**src/rtl/debug_page_capture_if.sv**
```systemverilog
// rtl/debug_page_capture_if.sv - debug bus, raw keys and page display signals
interface debug_page_capture_if;
   logic [127:0] debug_in;
   logic         key_page_n;
   logic         key_freeze_n;
   logic [31:0]  page_value;
   logic [1:0]   page_sel;
   logic         frozen;

   modport master (
      output debug_in, key_page_n, key_freeze_n,
      input  page_value, page_sel, frozen
   );

   modport slave (
      input  debug_in, key_page_n, key_freeze_n,
      output page_value, page_sel, frozen
   );
endinterface

```
**src/rtl/debug_page_capture.sv**
```systemverilog
// rtl/debug_page_capture.sv - debounced page/freeze capture of the 128-bit debug bus (option: DEBUG_PAGE_AUTOSCROLL_EN)
module debug_page_capture #(
   parameter int DEBOUNCE_CYCLES = 500000,
   parameter int CNT_W           = 20,
   parameter int SCROLL_CYCLES   = 50000000
) (
   input  logic                 clk,
   input  logic                 reset,
   debug_page_capture_if.slave  bus
);
   localparam logic [CNT_W-1:0] DB_LAST = CNT_W'(DEBOUNCE_CYCLES - 1);

   logic [1:0]       page_sync_q, freeze_sync_q;
   logic             page_stable_q, page_stable_d;
   logic             freeze_stable_q, freeze_stable_d;
   logic [CNT_W-1:0] page_cnt_q, page_cnt_d;
   logic [CNT_W-1:0] freeze_cnt_q, freeze_cnt_d;
   logic             page_evt_q, page_evt_d;
   logic             freeze_evt_q, freeze_evt_d;
   logic [1:0]       page_sel_q, page_sel_d;
   logic             frozen_q, frozen_d;
   logic [127:0]     capture_q, capture_d;
   logic             scroll_tick;

   // Two-flop synchronizers; idle level is released (1)
   always_ff @(posedge clk or posedge reset) begin
      if (reset) begin
         page_sync_q   <= 2'b11;
         freeze_sync_q <= 2'b11;
      end else begin
         page_sync_q   <= {page_sync_q[0], bus.key_page_n};
         freeze_sync_q <= {freeze_sync_q[0], bus.key_freeze_n};
      end
   end

   // Debounce: accept a new level after DEBOUNCE_CYCLES consecutive differing cycles; flag presses
   always_comb begin
      page_stable_d   = page_stable_q;
      page_cnt_d      = '0;
      page_evt_d      = 1'b0;
      freeze_stable_d = freeze_stable_q;
      freeze_cnt_d    = '0;
      freeze_evt_d    = 1'b0;
      if (page_sync_q[1] != page_stable_q) begin
         if (page_cnt_q == DB_LAST) begin
            page_stable_d = page_sync_q[1];
            page_evt_d    = ~page_sync_q[1];
         end else begin
            page_cnt_d = page_cnt_q + CNT_W'(1);
         end
      end
      if (freeze_sync_q[1] != freeze_stable_q) begin
         if (freeze_cnt_q == DB_LAST) begin
            freeze_stable_d = freeze_sync_q[1];
            freeze_evt_d    = ~freeze_sync_q[1];
         end else begin
            freeze_cnt_d = freeze_cnt_q + CNT_W'(1);
         end
      end
   end

`ifdef DEBUG_PAGE_AUTOSCROLL_EN
   localparam int              SC_W    = $clog2(SCROLL_CYCLES + 1);
   localparam logic [SC_W-1:0] SC_LAST = SC_W'(SCROLL_CYCLES - 1);
   logic [SC_W-1:0] scroll_cnt_q, scroll_cnt_d;

   // Auto-scroll timer runs only while frozen; a manual page press restarts it and takes priority
   always_comb begin
      scroll_cnt_d = '0;
      scroll_tick  = 1'b0;
      if (frozen_q && !page_evt_q) begin
         if (scroll_cnt_q == SC_LAST) begin
            scroll_tick = 1'b1;
         end else begin
            scroll_cnt_d = scroll_cnt_q + SC_W'(1);
         end
      end
   end

   // Auto-scroll timer register
   always_ff @(posedge clk or posedge reset) begin
      if (reset) begin
         scroll_cnt_q <= '0;
      end else begin
         scroll_cnt_q <= scroll_cnt_d;
      end
   end
`else
   assign scroll_tick = 1'b0;
`endif

   // Page stepping, freeze toggle, and capture that tracks the bus whenever not frozen
   always_comb begin
      page_sel_d = page_sel_q;
      if (page_evt_q || scroll_tick) begin
         page_sel_d = page_sel_q + 2'd1;
      end
      frozen_d  = frozen_q ^ freeze_evt_q;
      capture_d = frozen_q ? capture_q : bus.debug_in;
   end

   // State registers
   always_ff @(posedge clk or posedge reset) begin
      if (reset) begin
         page_stable_q   <= 1'b1;
         freeze_stable_q <= 1'b1;
         page_cnt_q      <= '0;
         freeze_cnt_q    <= '0;
         page_evt_q      <= 1'b0;
         freeze_evt_q    <= 1'b0;
         page_sel_q      <= 2'd0;
         frozen_q        <= 1'b0;
         capture_q       <= '0;
      end else begin
         page_stable_q   <= page_stable_d;
         freeze_stable_q <= freeze_stable_d;
         page_cnt_q      <= page_cnt_d;
         freeze_cnt_q    <= freeze_cnt_d;
         page_evt_q      <= page_evt_d;
         freeze_evt_q    <= freeze_evt_d;
         page_sel_q      <= page_sel_d;
         frozen_q        <= frozen_d;
         capture_q       <= capture_d;
      end
   end

   assign bus.page_value = capture_q[{page_sel_q, 5'd0} +: 32];
   assign bus.page_sel   = page_sel_q;
   assign bus.frozen     = frozen_q;
endmodule
```
**src/flat_wrapper.sv**
```systemverilog
// flat-port wrapper written by rule: the top's interface ports become plain ports
module debug_page_capture_flat 
#(
   parameter int DEBOUNCE_CYCLES = 500000,
   parameter int CNT_W           = 20,
   parameter int SCROLL_CYCLES   = 50000000
)
  (clk, reset, bus_debug_in, bus_key_page_n, bus_key_freeze_n, bus_page_value, bus_page_sel, bus_frozen);
  debug_page_capture_if bus_i ();
  input  logic clk;
  input  logic reset;
  input wire logic [$bits(bus_i.debug_in)-1:0] bus_debug_in;
  input wire logic [$bits(bus_i.key_page_n)-1:0] bus_key_page_n;
  input wire logic [$bits(bus_i.key_freeze_n)-1:0] bus_key_freeze_n;
  output wire logic [$bits(bus_i.page_value)-1:0] bus_page_value;
  output wire logic [$bits(bus_i.page_sel)-1:0] bus_page_sel;
  output wire logic [$bits(bus_i.frozen)-1:0] bus_frozen;
  assign bus_i.debug_in = bus_debug_in;
  assign bus_i.key_page_n = bus_key_page_n;
  assign bus_i.key_freeze_n = bus_key_freeze_n;
  assign bus_page_value = bus_i.page_value;
  assign bus_page_sel = bus_i.page_sel;
  assign bus_frozen = bus_i.frozen;
  debug_page_capture #(.DEBOUNCE_CYCLES(DEBOUNCE_CYCLES), .CNT_W(CNT_W), .SCROLL_CYCLES(SCROLL_CYCLES)) u_core (.clk(clk), .reset(reset), .bus(bus_i));
endmodule
```
**config.mk**
```make
export PLATFORM = sky130hd
export DESIGN_NAME = debug_page_capture_flat
export DESIGN_NICKNAME = d
export VERILOG_FILES = /design/src/rtl/debug_page_capture_if.sv /design/src/rtl/debug_page_capture.sv /design/src/flat_wrapper.sv
export SDC_FILE = /design/constraint.sdc
export NUM_CORES = 1
export LEC_CHECK = 0
export CAP_MARGIN = 30
export CORE_MARGIN = 2
export CORE_UTILIZATION = 45
export CTS_CLUSTER_SIZE = 16
export DETAILED_ROUTE_END_ITERATION = 8
export GPL_TIMING_DRIVEN = 1
export PLACE_DENSITY = 0.72
export SETUP_SLACK_MARGIN = 0.15
export SYNTH_ARGS = -nofsm -noshare
export SYNTH_HDL_FRONTEND = slang
export SYNTH_SLANG_ARGS = --single-unit
```
**constraint.sdc**
```tcl
create_clock -name clk -period 8.55 [get_ports clk]
set_input_delay 1.71 -clock clk [delete_from_list [all_inputs] [get_ports clk]]
set_output_delay 1.71 -clock clk [all_outputs]
set_load 0.05 [all_outputs]
```
# After elaboration in Yosys (flattened, before gate mapping)
# Cells that the tools add are included.
[totals]
latchBits = 0
mem_bits_ro = 0
ram_bits = 0
input_bits = 132
regBits = 179
memories = 0
output_inout_bits = 35
wordCells = 32
[op_classes]
magnitude_cmp = 0
reduce_logical = 2
div_mod_pow = 0
n_mux = 8
n_eq_ne = 4
n_bitwise = 3
shifts = 1
add_sub_neg = 3
mul = 0
[op_table]
columns = ["cell", "count"]
rows = [
  ["128-bit by 8-bit indexed part select with 32-bit output", 1],
  ["20-bit 2-to-1 mux", 4],
  ["20-bit by 1-bit adder with 20-bit output (second input constant)", 2],
  ["20-bit by 19-bit equality test with 1-bit output (second input constant)", 2],
  ["1-bit 2-to-1 mux", 4],
  ["2-bit AND reduction", 2],
  ["2-bit by 1-bit adder with 2-bit output (second input constant)", 1],
  ["1-bit != test", 2],
  ["1-bit inverter", 2],
  ["1-bit bitwise XOR", 1],
]

# Depth between registers and ports, before layout
[depth]
depth_word = 3
depth_mapped = 6

# Worst setup path after synthesis
# Ideal clock, no wire load.
[synth_path]
path_type = "register to output"
startpoint = "register u_core.page_sel_q[0], in the netlist u_core.bus.page_sel[0]"
endpoint = "output port bus_page_value[11]"
required_time_ns = 6.840
path_stages_with_launch = 4
t_arrival_ns = 2.059
slack_ns = 4.781
path_cell_list = "dfrtp_1 > buf_2 > buf_1 > mux4_2"
[synth_between]
elab_chain_cells = 1
[synth_rtl]
columns = ["element", "line", "text"]
rows = [
  ["start, declared", "debug_page_capture.sv:20", "logic [1:0] page_sel_q, page_sel_d;"],
  ["start signal, assigned", "debug_page_capture.sv:121", "page_sel_q <= page_sel_d;"],
  ["128-bit by 8-bit indexed part select with 32-bit output", "debug_page_capture.sv:127", "assign bus.page_value = capture_q[{page_sel_q, 5'd0} +: 32];"],
  ["end, declared", "flat_wrapper.sv:15", "output wire logic [$bits(bus_i.page_value)-1:0] bus_page_value;"],
]
# No other way between the ends.

# Final worst setup path
[layout_path]
startpoint = "register u_core.page_sel_q[0], in the netlist u_core.bus.page_sel[0]"
endpoint = "output port bus_page_value[2]"
# The elaborated chain is that of the path after synthesis.

==> results_dict.tcl <==
set metrics [dict create \
    cts_buffers 17 \
    synth-compound-area-share_pct 1.44 \
    die_w_um 136 \
    setup_tns_ns 0 \
    r2r_cells 5 \
    seqCellArea_mm2 0.00449 \
    critPathArrivalTime_ns 2.84 \
    vdd_drop_max_uv 155 \
    min_from "u_core.page_sync_q[0]$_DFF_PP1_" \
    grt-ovfl-total 0 \
    timing_worst_slew_pin_value_ns 0.939 \
    cts_sinks 179 \
    rsz0062_at_grt "no" \
    fmax_mhz 220 \
    end_kind "output port" \
    fill_cells 1262 \
    synth_area_per_cell_um2 14.6 \
    synthArstFlopShare_pct 100 \
    r2r_setup_slack_ns 6.38 \
    hold_end "u_core.page_sync_q[1]$_DFF_PP1_" \
    cts_htree_levels 4 \
    synth_adder_area_share_pct 0.317 \
    num_vias 4980 \
    dr.pass1.iters 4 \
    r2r-end "u_core.page_cnt_q[9]$_DFF_PP0_" \
    syn_to_final_growth_pct 32.0 \
    synthXorXnorAreaFrac_pct 3.78 \
    gp_congestion 0.824 \
    hold_path.class "reg2reg" \
    grt_pass1_wl_mm 26.6 \
    grt_max_degree 92 \
    cts_resized 0 \
    maxSlewViolCount 0 \
    synth_cells 542 \
    period_minus_slack_ns 4.55 \
    cts_setup_buffers 0 \
    cts_buffer_depth 2 \
    drtIter0Drc 200 \
    synth_edf_count 0 \
    power_density_mw_per_mm2 179 \
    required_ns 6.84 \
    leakage_uw 0.00404 \
    ys_seq_area_share_pct 56.9 \
    cts_tree "done" \
    reg2reg_from "u_core.page_cnt_q[0]$_DFF_PP0_" \
    synth_mux_area_share_pct 27.8 \
    start_kind "flip-flop" \
    fin_skew_ns 0.00589 \
    synth_top_cell_by_area "dfrtp_1" \
    synth_top_family_by_area "multiplexers" \
    portBuffers 166 \
    critPathMaxFanout 25 \
    holdBufCountCts 0 \
    crit_path_max_incr_delay_ns 0.72 \
    core_mm2 0.0172 \
    hold_violations 0 \
    dpl_cell_area_mm2 0.00981 \
    path_cells "buf_4 -> mux4_2 -> clkdlybuf4s50_1" \
    drt-total-wl_mm 17.0 \
    routedWlPerCell_um 18.0 \
    synth_area_mm2 0.00789 \
    die_h_um 136 \
    clock_latency_ns 0.43 \
    synth-simple-area-share_pct 7.99 \
    relSlewSlack_pct 37.4 \
    ys_ff_latch 179 \
    period_share_pct 53.2 \
    cp_slowest_cell "clkdlybuf4s50_1" \
    syn_nets 676 \
    fin_area_mm2 0.0104 \
    synth_warnings 0 \
    final_net_count 841 \
    antenna_found_initial 0 \
    start_util_pct 45.8 \
    grt_pass1_vias 5263 \
    rows 48 \
    synthTopCellsByArea "dfrtp_1 55%, mux2_2 19%, mux4_2 9.1%" \
    status "finished, final reports clean" \
    dieArea_mm2 0.0186 \
    via_per_inst 5.28 \
    drtAntennaViolNets 0 \
    synth_cell_type_count 36 \
    hpwl_mm 12.0 \
    root_buffer "clkbuf_16" \
    drc_errors 0 \
    cap_violations 0 \
    ys.flop_type "dfrtp_1" \
    drive_gt1_share_pct 29.9 \
    diodes 0 \
    multi_input_area_mm2 0.00326 \
    setup_viol 0 \
    synth_top_cell_area_share_pct 54.9 \
    grt_usage_pct 18.9 \
    io_pins 167 \
    path_class "reg2out" \
    clk_pin_slew_worst_paths_ns 0.07 \
    whs_path_depth 0 \
]
[placed cells by master, fill, tap and decap left out, drive strengths merged, types with 2 or more instances in the layout]
| cell type | count |
|---|---|
| a21oi | 6 |
| and3 | 4 |
| buf | 5 |
| bufinv | 2 |
| clkbuf | 19 |
| clkdlybuf4s50 | 166 |
| clkinvlp | 4 |
| dfrtp | 173 |
| dfstp | 6 |
| ha | 2 |
| inv | 15 |
| mux2 | 130 |
| mux4 | 32 |
| nand2 | 9 |
| nand3 | 13 |
| nand4 | 15 |
| nor2 | 40 |
| nor3 | 7 |
| nor3b | 2 |
| nor4 | 11 |
| nor4b | 2 |
| o31ai | 4 |
| or3 | 2 |
| or4 | 5 |
| xnor2 | 25 |
| xor2 | 9 |
[cell usage after synthesis, types with 4 or more instances]
| master | instances |
|---|---|
| nor3_1 | 7 |
| dfrtp_1 | 173 |
| xnor2_1 | 25 |
| o31ai_1 | 4 |
| nor2_1 | 40 |
| xor2_1 | 9 |
| and3_1 | 4 |
| clkbuf_1 | 16 |
| buf_2 | 6 |
| mux4_2 | 32 |
| dfstp_2 | 6 |
| inv_1 | 10 |
| nand4_1 | 13 |
| or4_1 | 5 |
| nand3_1 | 13 |
| nor4_1 | 10 |
| nand2_1 | 9 |
| a21oi_1 | 6 |
| mux2_2 | 130 |
[stage by stage]
stage          hold WS (ns)  setup slack, ns  power [µW]  cells  utilization (%)
6_report              0.367             4.00        1860    944             60.4
5_1_grt               0.364             3.79        1930    944             60.4
4_1_cts               0.368             3.91        1890    944             60.4
3_5_place_dp          0.358             4.38        1090    913             56.9
3_3_place_gp          0.346             4.41        1090    911             56.6
2_1_floorplan         0.345             1.99         996    542                -
[flip-flops by register name, indices dropped and copies added (netlist names), 2 cells and up]
name,flops
u_core.bus.page_sel,2
u_core.capture_q,128
u_core.freeze_cnt_q,20
u_core.freeze_sync_q,2
u_core.page_cnt_q,20
u_core.page_sync_q,2
[critical path, delay by kind of cell, from the launching register on]
family                 cells  cell delay, ns
buffers and inverters      2            1.22
flip-flops                 1            0.60
multiplexers               1            0.58
[worst max-delay path by stage]
stage | startpoint | depth (start not counted) | end | slack [ns]
after CTS | u_core.bus.page_sel[0]$_DFFE_PP0P_ | 3 | bus_page_value[28] | 3.91
after detailed placement | u_core.bus.page_sel[0]$_DFFE_PP0P_ | 3 | bus_page_value[28] | 4.38
after global routing | u_core.bus.page_sel[0]$_DFFE_PP0P_ | 3 | bus_page_value[28] | 3.79
after floorplan | reset | 1 | u_core.bus.frozen$_DFF_PP0_ | 1.99
after global placement | u_core.bus.page_sel[0]$_DFFE_PP0P_ | 3 | bus_page_value[2] | 4.41
final | u_core.bus.page_sel[0]$_DFFE_PP0P_ | 3 | bus_page_value[2] | 4.00
[metal layers]
layer | up-vias | track usage (%) | part of all wire, %
li1 | 2309 | - | -
met2 | 153 | 30.7 | 48
met1 | 2498 | 25.0 | 44
met5 | - | 0 | 0
met4 | 0 | 5.61 | 1.3
met3 | 20 | 5.26 | 6.9
[kinds of logic (layout without fill, tap and decap cells)]
| family | count (synthesis) | count (layout) |
|---|---|---|
| AO/OA/AOI/OAI | 14 | 14 |
| adder cells (fa/ha/maj) | 2 | 2 |
| flip-flops | 179 | 179 |
| buffers and inverters | 35 | 212 |
| XOR/XNOR | 34 | 34 |
| AND/OR/NAND/NOR | 115 | 115 |
| multiplexers | 163 | 163 |
[power breakdown]
| part | internal (µW) | leakage (µW) | switching, µW | total, µW |
|---|---|---|---|---|
| Sequential | 882 | 0.00217 | 19.5 | 901 |
| Clock | 451 | 0.000283 | 337 | 788 |
| Combinational | 101 | 0.00158 | 73.7 | 174 |
[area by class of cell]
type                            count  share of cell area, %
Sequential cell                   179                   43.2
Multi-Input combinational cell    328                   31.3
Timing Repair Buffer              171                   16.6
Clock buffer                       19                   4.35
Tap cell                          225                   2.70
Clock inverter                     12                   1.42
Inverter                           10                  0.409
Note: power is estimated with default switching activity, not from simulation.
